==> src/rtl/mem_ctrl_pkg.sv <==
// Shared FSM encoding and timeout constants for mem_access_ctrl.
// The optional watchdog is enabled by defining MEM_TIMEOUT_EN.
package mem_ctrl_pkg;

  typedef enum logic [1:0] {
    ST_IDLE   = 2'd0,
    ST_ACCESS = 2'd1,
    ST_DONE   = 2'd2
  } state_e;

  localparam int unsigned TIMEOUT_CYCLES_DEF = 32'd255;
  localparam int unsigned CNT_W              = 32'd8;

  function automatic logic is_mem_op(input logic rd, input logic wr);
    return rd | wr;
  endfunction

endpackage

==> src/rtl/mem_timeout_cnt.sv <==
// ACCESS-state watchdog: counts un-acked ACCESS cycles and flags the last one.
// Only instantiated when MEM_TIMEOUT_EN is defined.
module mem_timeout_cnt
  import mem_ctrl_pkg::*;
#(
  parameter int unsigned LIMIT = TIMEOUT_CYCLES_DEF
) (
  input  logic clk_i,
  input  logic rst_i,
  input  logic clr_i,
  input  logic en_i,
  output logic expired_o
);

  localparam logic [CNT_W-1:0] LastCnt = CNT_W'(LIMIT - 32'd1);

  logic [CNT_W-1:0] cnt_q;
  logic [CNT_W-1:0] cnt_d;

  always_comb begin
    cnt_d = cnt_q;
    if (clr_i) begin
      cnt_d = '0;
    end else if (en_i) begin
      cnt_d = cnt_q + CNT_W'(1);
    end else begin
      cnt_d = cnt_q;
    end
  end

  always_ff @(posedge clk_i) begin
    if (rst_i) begin
      cnt_q <= '0;
    end else begin
      cnt_q <= cnt_d;
    end
  end

  // Fires on the cycle whose increment would reach LIMIT.
  assign expired_o = en_i && (cnt_q == LastCnt);

endmodule

==> src/rtl/mem_access_ctrl.sv <==
// Data-memory access controller for the MEM stage: IDLE -> ACCESS -> DONE handshake.
// Define MEM_TIMEOUT_EN to abort ACCESS after TIMEOUT_CYCLES cycles without ack.
module mem_access_ctrl
  import mem_ctrl_pkg::*;
#(
  parameter int unsigned TIMEOUT_CYCLES = TIMEOUT_CYCLES_DEF
) (
  input  logic        clk,
  input  logic        rst,
  input  logic        MemRead_in,
  input  logic        MemWrite_in,
  input  logic [31:0] Addr_in,
  input  logic [31:0] StoreData_in,
  output logic        MemReq_out,
  output logic        MemWe_out,
  output logic [31:0] MemAddr_out,
  output logic [31:0] MemWdata_out,
  input  logic        MemAck_in,
  input  logic [31:0] MemRdata_in,
  output logic        Stall_out,
  output logic [31:0] LoadData_out,
  output logic        LoadValid_out,
  output logic        Err_out
);

  if (TIMEOUT_CYCLES < 32'd1 || TIMEOUT_CYCLES > 32'd255) begin : g_bad_timeout
    $error("mem_access_ctrl: TIMEOUT_CYCLES must be within 1..255");
  end

  state_e      state_q;
  state_e      state_d;
  logic        req_q;
  logic        req_d;
  logic        we_q;
  logic        we_d;
  logic [31:0] addr_q;
  logic [31:0] addr_d;
  logic [31:0] wdata_q;
  logic [31:0] wdata_d;
  logic [31:0] ldata_q;
  logic [31:0] ldata_d;
  logic        lvalid_q;
  logic        lvalid_d;
  logic        mem_op_s;
  logic        timeout_s;

  assign mem_op_s = is_mem_op(MemRead_in, MemWrite_in);

`ifdef MEM_TIMEOUT_EN
  logic cnt_clr_s;
  logic cnt_en_s;
  logic err_q;

  assign cnt_clr_s = (state_q == ST_IDLE) && mem_op_s;
  assign cnt_en_s  = (state_q == ST_ACCESS) && !MemAck_in;

  mem_timeout_cnt #(
    .LIMIT(TIMEOUT_CYCLES)
  ) u_timeout_cnt (
    .clk_i    (clk),
    .rst_i    (rst),
    .clr_i    (cnt_clr_s),
    .en_i     (cnt_en_s),
    .expired_o(timeout_s)
  );

  // Expiry already excludes ack cycles, so an ack on the last cycle wins.
  always_ff @(posedge clk) begin
    if (rst) begin
      err_q <= 1'b0;
    end else begin
      err_q <= timeout_s;
    end
  end

  assign Err_out = err_q;
`else
  assign timeout_s = 1'b0;
  assign Err_out   = 1'b0;
`endif

  always_ff @(posedge clk) begin
    if (rst) begin
      state_q <= ST_IDLE;
    end else begin
      state_q <= state_d;
    end
  end

  always_comb begin
    state_d = state_q;
    case (state_q)
      ST_IDLE: begin
        if (mem_op_s) begin
          state_d = ST_ACCESS;
        end else begin
          state_d = ST_IDLE;
        end
      end
      ST_ACCESS: begin
        if (MemAck_in || timeout_s) begin
          state_d = ST_DONE;
        end else begin
          state_d = ST_ACCESS;
        end
      end
      // DONE never looks at the request inputs: the same instruction is still in EX/MEM.
      ST_DONE: state_d = ST_IDLE;
      default: state_d = ST_IDLE;
    endcase
  end

  always_comb begin
    Stall_out = 1'b0;
    if (rst) begin
      Stall_out = mem_op_s;
    end else begin
      case (state_q)
        ST_IDLE:   Stall_out = mem_op_s;
        ST_ACCESS: Stall_out = 1'b1;
        ST_DONE:   Stall_out = 1'b0;
        default:   Stall_out = 1'b0;
      endcase
    end
  end

  always_comb begin
    req_d    = 1'b0;
    we_d     = we_q;
    addr_d   = addr_q;
    wdata_d  = wdata_q;
    ldata_d  = ldata_q;
    lvalid_d = 1'b0;
    case (state_q)
      ST_IDLE: begin
        if (mem_op_s) begin
          req_d   = 1'b1;
          we_d    = MemWrite_in;
          addr_d  = Addr_in;
          wdata_d = StoreData_in;
        end else begin
          req_d = 1'b0;
        end
      end
      ST_ACCESS: begin
        if (MemAck_in) begin
          req_d = 1'b0;
          if (!we_q) begin
            ldata_d  = MemRdata_in;
            lvalid_d = 1'b1;
          end else begin
            ldata_d = ldata_q;
          end
        end else if (timeout_s) begin
          req_d   = 1'b0;
          ldata_d = '0;
        end else begin
          req_d = 1'b1;
        end
      end
      ST_DONE: req_d = 1'b0;
      default: req_d = 1'b0;
    endcase
  end

  always_ff @(posedge clk) begin
    if (rst) begin
      req_q    <= 1'b0;
      we_q     <= 1'b0;
      addr_q   <= '0;
      wdata_q  <= '0;
      ldata_q  <= '0;
      lvalid_q <= 1'b0;
    end else begin
      req_q    <= req_d;
      we_q     <= we_d;
      addr_q   <= addr_d;
      wdata_q  <= wdata_d;
      ldata_q  <= ldata_d;
      lvalid_q <= lvalid_d;
    end
  end

  assign MemReq_out    = req_q;
  assign MemWe_out     = we_q;
  assign MemAddr_out   = addr_q;
  assign MemWdata_out  = wdata_q;
  assign LoadData_out  = ldata_q;
  assign LoadValid_out = lvalid_q;

endmodule

==> config.mk <==
export PLATFORM = sky130hd
export DESIGN_NAME = mem_access_ctrl
export DESIGN_NICKNAME = d
export VERILOG_FILES = /design/src/rtl/mem_ctrl_pkg.sv /design/src/rtl/mem_timeout_cnt.sv /design/src/rtl/mem_access_ctrl.sv
export SDC_FILE = /design/constraint.sdc
export NUM_CORES = 1
export LEC_CHECK = 0
export ABC_AREA = 1
export CORE_ASPECT_RATIO = 0.8
export CORE_MARGIN = 8
export CORE_UTILIZATION = 37
export DETAILED_ROUTE_END_ITERATION = 16
export PLACE_DENSITY = 0.81
export SETUP_SLACK_MARGIN = 0.15
export SYNTH_ARGS = -nofsm -noshare
export SYNTH_HDL_FRONTEND = slang
export SYNTH_SLANG_ARGS = --single-unit
==> constraint.sdc <==
create_clock -name clk -period 1.1 [get_ports clk]
set_input_delay 0.11 -clock clk [delete_from_list [all_inputs] [get_ports clk]]
set_output_delay 0.11 -clock clk [all_outputs]
set_load 0.005 [all_outputs]
; Word-level counts from Yosys, hierarchy flattened
; Cells that the tools add are included.
; Widths: inputs -> output; s select.
[classes]
shifts = 0
div = 0
add_sub_neg = 0
n_eq_ne = 1
magnitude_cmp = 0
mul = 0
n_bitwise = 4
n_reduce_logical = 4
muxes = 9
[ops]
columns = op, n
row1 = $mux 1, 5
row2 = $pmux 1 s2, 2
row3 = $pmux 2 s2, 1
row4 = $not 1->1, 3
row5 = $reduce_and 3->1, 1
row6 = $reduce_or 3->1, 1
row7 = $eq 2x1->1 const B, 1
row8 = $logic_not 2->1, 1
row9 = $mux 2, 1
row10 = $reduce_and 2->1, 1
row11 = $or 1x1->1, 1
[totals]
mem_bits_ro = 0
latch_bits = 0
n_memories = 0
input_bits = 101
ff_bits = 101
ramBits = 0

; Depth between registers and ports, before layout
[logic_depth]
word_depth = 3
ltp_mapped = 7
ltp_nobuf = 6

; Least setup slack after synthesis
; No wires, ideal clock.
[synth_timing]
path_type = reg-to-reg
start = register state_q[1]
end = register addr_q[0], in the netlist MemAddr_out[0]
required_ns = 0.985
synth_period_minus_slack_ns = 1.090
setup_ns = 0.115
stages_incl_launch_ff = 7
setup_slack_ns = 0.010
arrival_ns = 0.975
path_cell_list = dfxtp_1 -> nor2_2 -> buf_4 -> buf_2 -> nand3b_1 -> nand2_1 -> nor2_1
[synth_between]
elab_chain_cells = 2
[synth_rtl]
columns = item, line_no
row1 = from (decl), mem_access_ctrl.sv:30  ; state_e state_q;
row2 = from (signal assigned), mem_access_ctrl.sv:86  ; state_q <= state_d;
row3 = $logic_not 2->1, mem_access_ctrl.sv:134  ; case (state_q)
row4 = $reduce_and 2->1 (no source line), n/a
row5 = to (signal assigned), mem_access_ctrl.sv:177  ; addr_q <= addr_d;
row6 = to (decl), mem_access_ctrl.sv:36  ; logic [31:0] addr_q;
; Every way passes these cells.
; A chain may end at the register's enable or synchronous reset.

; Final worst setup path
[layout_timing]
start = register state_q[0]
end = register we_q, in the netlist MemWe_out
[layout_between]
elab_chain_cells = 2
[layout_rtl]
columns = item, line_no
row1 = $logic_not 2->1, mem_access_ctrl.sv:134
row2 = $reduce_and 2->1 (no source line), n/a
row3 = to (signal assigned), mem_access_ctrl.sv:176  ; we_q <= we_d;
row4 = to (decl), mem_access_ctrl.sv:34  ; logic we_q;
; Every way passes these cells.

==> run_results.csv <==
group,metric,value,unit
sta,period_minus_slack,1290,ps
pwr,fin_total_pwr,10.1,mW
die,die_w,137,um
detailed_routing,drt_first_pass_iters,4,
pwr,pwr_density_cell,1400,nW/um^2
clocking,h-tree-depth,3,
layout,layoutNonFillerInstCount,965,
layout,multi_input_area,2110,sq um
sta,worst_slack,-186,ps
min_path,min-delay-start,"MemRdata_in[18]",
layout,regArea,2120,sq um
setup_path,cp.arrival,1520,ps
pwr,p_seq_share,42.1,%
run_status,violations,"setup timing",
clocking,cts_buffers,9,
sta,finClkSkew,6.83,ps
placed_design,dpl.hpwl,9770,um
min_path,min_path_cells,5,
layout,nFillCells,993,
placed_design,postPlaceCellArea,6630,sq um
setup_path,path_class,"register to register",
die,rows,35,
setup_path,cp-start-kind,"register",
placed_design,port_buffers,200,
setup_path,r2r_slack,-190,ps
clocking,clkSlewWorstSetupHoldPaths,70,ps
detailed_routing,wl,14800,um
die,core,11400,sq um
clocking,clockBufferDepth,2,
min_path,hold_path.class,"primary input to register",
setup_path,required,1340,ps
logic_synthesis,synthXorXnorAreaFrac,0,%
grt,grt_use_total,17.8,%
die,boundaryPins,202,
pwr,p_int,7.30,mW
layout,layout_commonest_cell,"nand2_1",
job,drv_cap,0,
logic_synthesis,synth_cell_type_count,16,
min_path,whs_endpoint,"LoadData_out[18]",
die,initial_core_util,37.6,%
pwr,pwr-share-clk,32.0,%
logic_synthesis,netlist_area,4300,sq um
detailed_routing,vias_per_cell,4.72,
logic_synthesis,synth_fa_ha_area_share,0,%
setup_path,timing.rr.start,"state_q[0]",
sta,fin_tns_setup,-12270,ps
sta,setup_viol,100,
logic_synthesis,syn_nets,693,
layout,drive_above_1_share,38.6,%
layout,postLayoutCoreUtil,62.9,%
placed_design,globalplace.congestion,0.759,
logic_synthesis,syn_area_per_cell,7.27,sq um
layout,syn_to_final_growth,67.1,%
clocking,cts_sinks,100,
pwr,swShare,27.4,%
sta,fmax,778,MHz
layout,nNetsFinal,913,
clocking,clockRootBuffer,"clkbuf_16",
grt,grt_pass1_wl,22200,um
logic_synthesis,synth_top_family_by_area,"simple AND/OR/NAND/NOR gates",
logic_synthesis,synth_seq_cells,100,
logic_synthesis,yosysSeqAreaShare,46.5,%
pwr,ir_drop,0.876,mV
run_status,outcome,"finished, violations left",
setup_path,rr_worst_depth,8,
sta,fin_crit_sh,117,%
layout,finalInstanceArea,7190,sq um
logic_synthesis,synth_mux_area_share,0,%
detailed_routing,antenna_left,0,
grt,grt-ovfl-total,0,
logic_synthesis,yosys.area_share.simple,36.1,%
detailed_routing,drc,0,
detailed_routing,wire_per_inst,15.4,um
sta,rsz0062_at_grt,"yes",
setup_path,crit_fanout,5,
sta,slew_viol_final,0,
grt,antenna_found_initial,0,
detailed_routing,drt-initial-drc-count,202,
layout,layout_common_cells,"101 x nand2_1, 100 x clkdlybuf4s50_1, 95 x nor2_1, 95 x buf_2, 94 x dfxtp_2",
placed_design,placedCellCount,925,
grt,grt_pass1_vias,4240,
setup_path,rr_endpoint,"MemWe_out",
clocking,clk-insertion-delay-late,340,ps
pwr,p_leak,3.44,nW
die,dieArea,15400,sq um
detailed_routing,vias,4552,
sta,hold_viol,0,
clocking,cts_tree,"done",
setup_path,endpoint_kind,"register",
pwr,p_switching,2.76,mW
grt,grt_max_degree,63,
logic_synthesis,synth_compound_area_share,7.68,%
die,die_h,112,um
pwr,combPwrFrac,25.9,%
logic_synthesis,ys_warn_count,0,
logic_synthesis,syn_inst,592,
layout,diodes,0,
-- registers in the layout, indices dropped and copies added, names as in the netlist --
name	flops
MemAddr_out	32
MemWdata_out	32
MemWe_out	1
state_q	2
LoadValid_out	1
LoadData_out	32
-- metrics by stage --
step | setup WS [ps] | hold slack, ps
after CTS | -161 | 395
after global routing | -254 | 427
final | -186 | 413
after floorplan | 98.2 | 172
after global placement | -418 | 458
after detailed placement | -417 | 468
-- cell usage after synthesis --
library cell | instances | area [sq um]
nand2_1 | 105 | 394
buf_4 | 14 | 105
inv_2 | 3 | 11.3
buf_1 | 6 | 22.5
nor3_1 | 1 | 5.00
buf_2 | 23 | 115
nand3_1 | 33 | 165
inv_1 | 37 | 139
o21ai_0 | 1 | 5.00
dfxtp_1 | 100 | 2000
a21oi_1 | 65 | 325
nor2_2 | 3 | 18.8
conb_1 | 1 | 3.75
nand3b_1 | 64 | 480
nor2_1 | 131 | 492
clkbuf_1 | 5 | 18.8
-- cell families after synthesis --
family,after synthesis
AND/OR/NAND/NOR,337
flip-flops,100
buffers and inverters,88
AO/OA/AOI/OAI,66
other,1
-- power groups by stage --
stage               logic [mW]  clock network [mW]  registers (mW)
CTS                       2.43                3.29            4.22
detailed placement        2.51                   0            4.23
global placement          2.48                   0            4.21
global route              2.87                3.46            4.28
finish                    2.61                3.22            4.24
floorplan                 1.11                   0            4.26
-- worst max-delay path by stage --
stage          cells after the start       start         endpoint
6_report                           8  state_q[0]        MemWe_out
5_1_grt                            7  state_q[0]  MemWdata_out[5]
4_1_cts                            7  state_q[0]   MemAddr_out[8]
3_5_place_dp                       6  MemRead_in        Stall_out
3_3_place_gp                       6  MemRead_in        Stall_out
2_1_floorplan                      6  state_q[0]  MemAddr_out[10]
-- routing by layer --
| metal | track usage [%] | wire (um) |
|---|---|---|
| met5 | 0 | 0 |
| met4 | 4.31 | 171 |
| met3 | 7.68 | 1560 |
| met2 | 28.4 | 6850 |
| met1 | 21.4 | 6240 |
-- cell type report --
type | instances | share of cell area (%)
Clock buffer | 11 | 3.38
Multi-Input combinational cell | 404 | 29.4
Sequential cell | 100 | 29.5
Timing Repair Buffer | 257 | 32.2
Clock inverter | 5 | 0.835
Tap cell | 148 | 2.57
Inverter | 40 | 2.09
-- repair_timing --
item / CTS / global route
setup buffers: 7 / 8
pin swaps: 32 / 11
gates resized for setup: 536 / 38
endpoints found under the setup margin: 198 / 114
endpoints found under the hold margin: 0 / 0
cloned: 5 / 4
hold buffers: 0 / 0
-- critical path: stages, from the launching register on --
cell and delay, ps:
dfxtp_2 340, buf_12 130, nor2_4 150, buf_4 140, clkbuf_16 120, buf_4 100, nand3_1 90, inv_1 80
nor2_1 40
No activity file was read; power rests on OpenSTA's default activity.
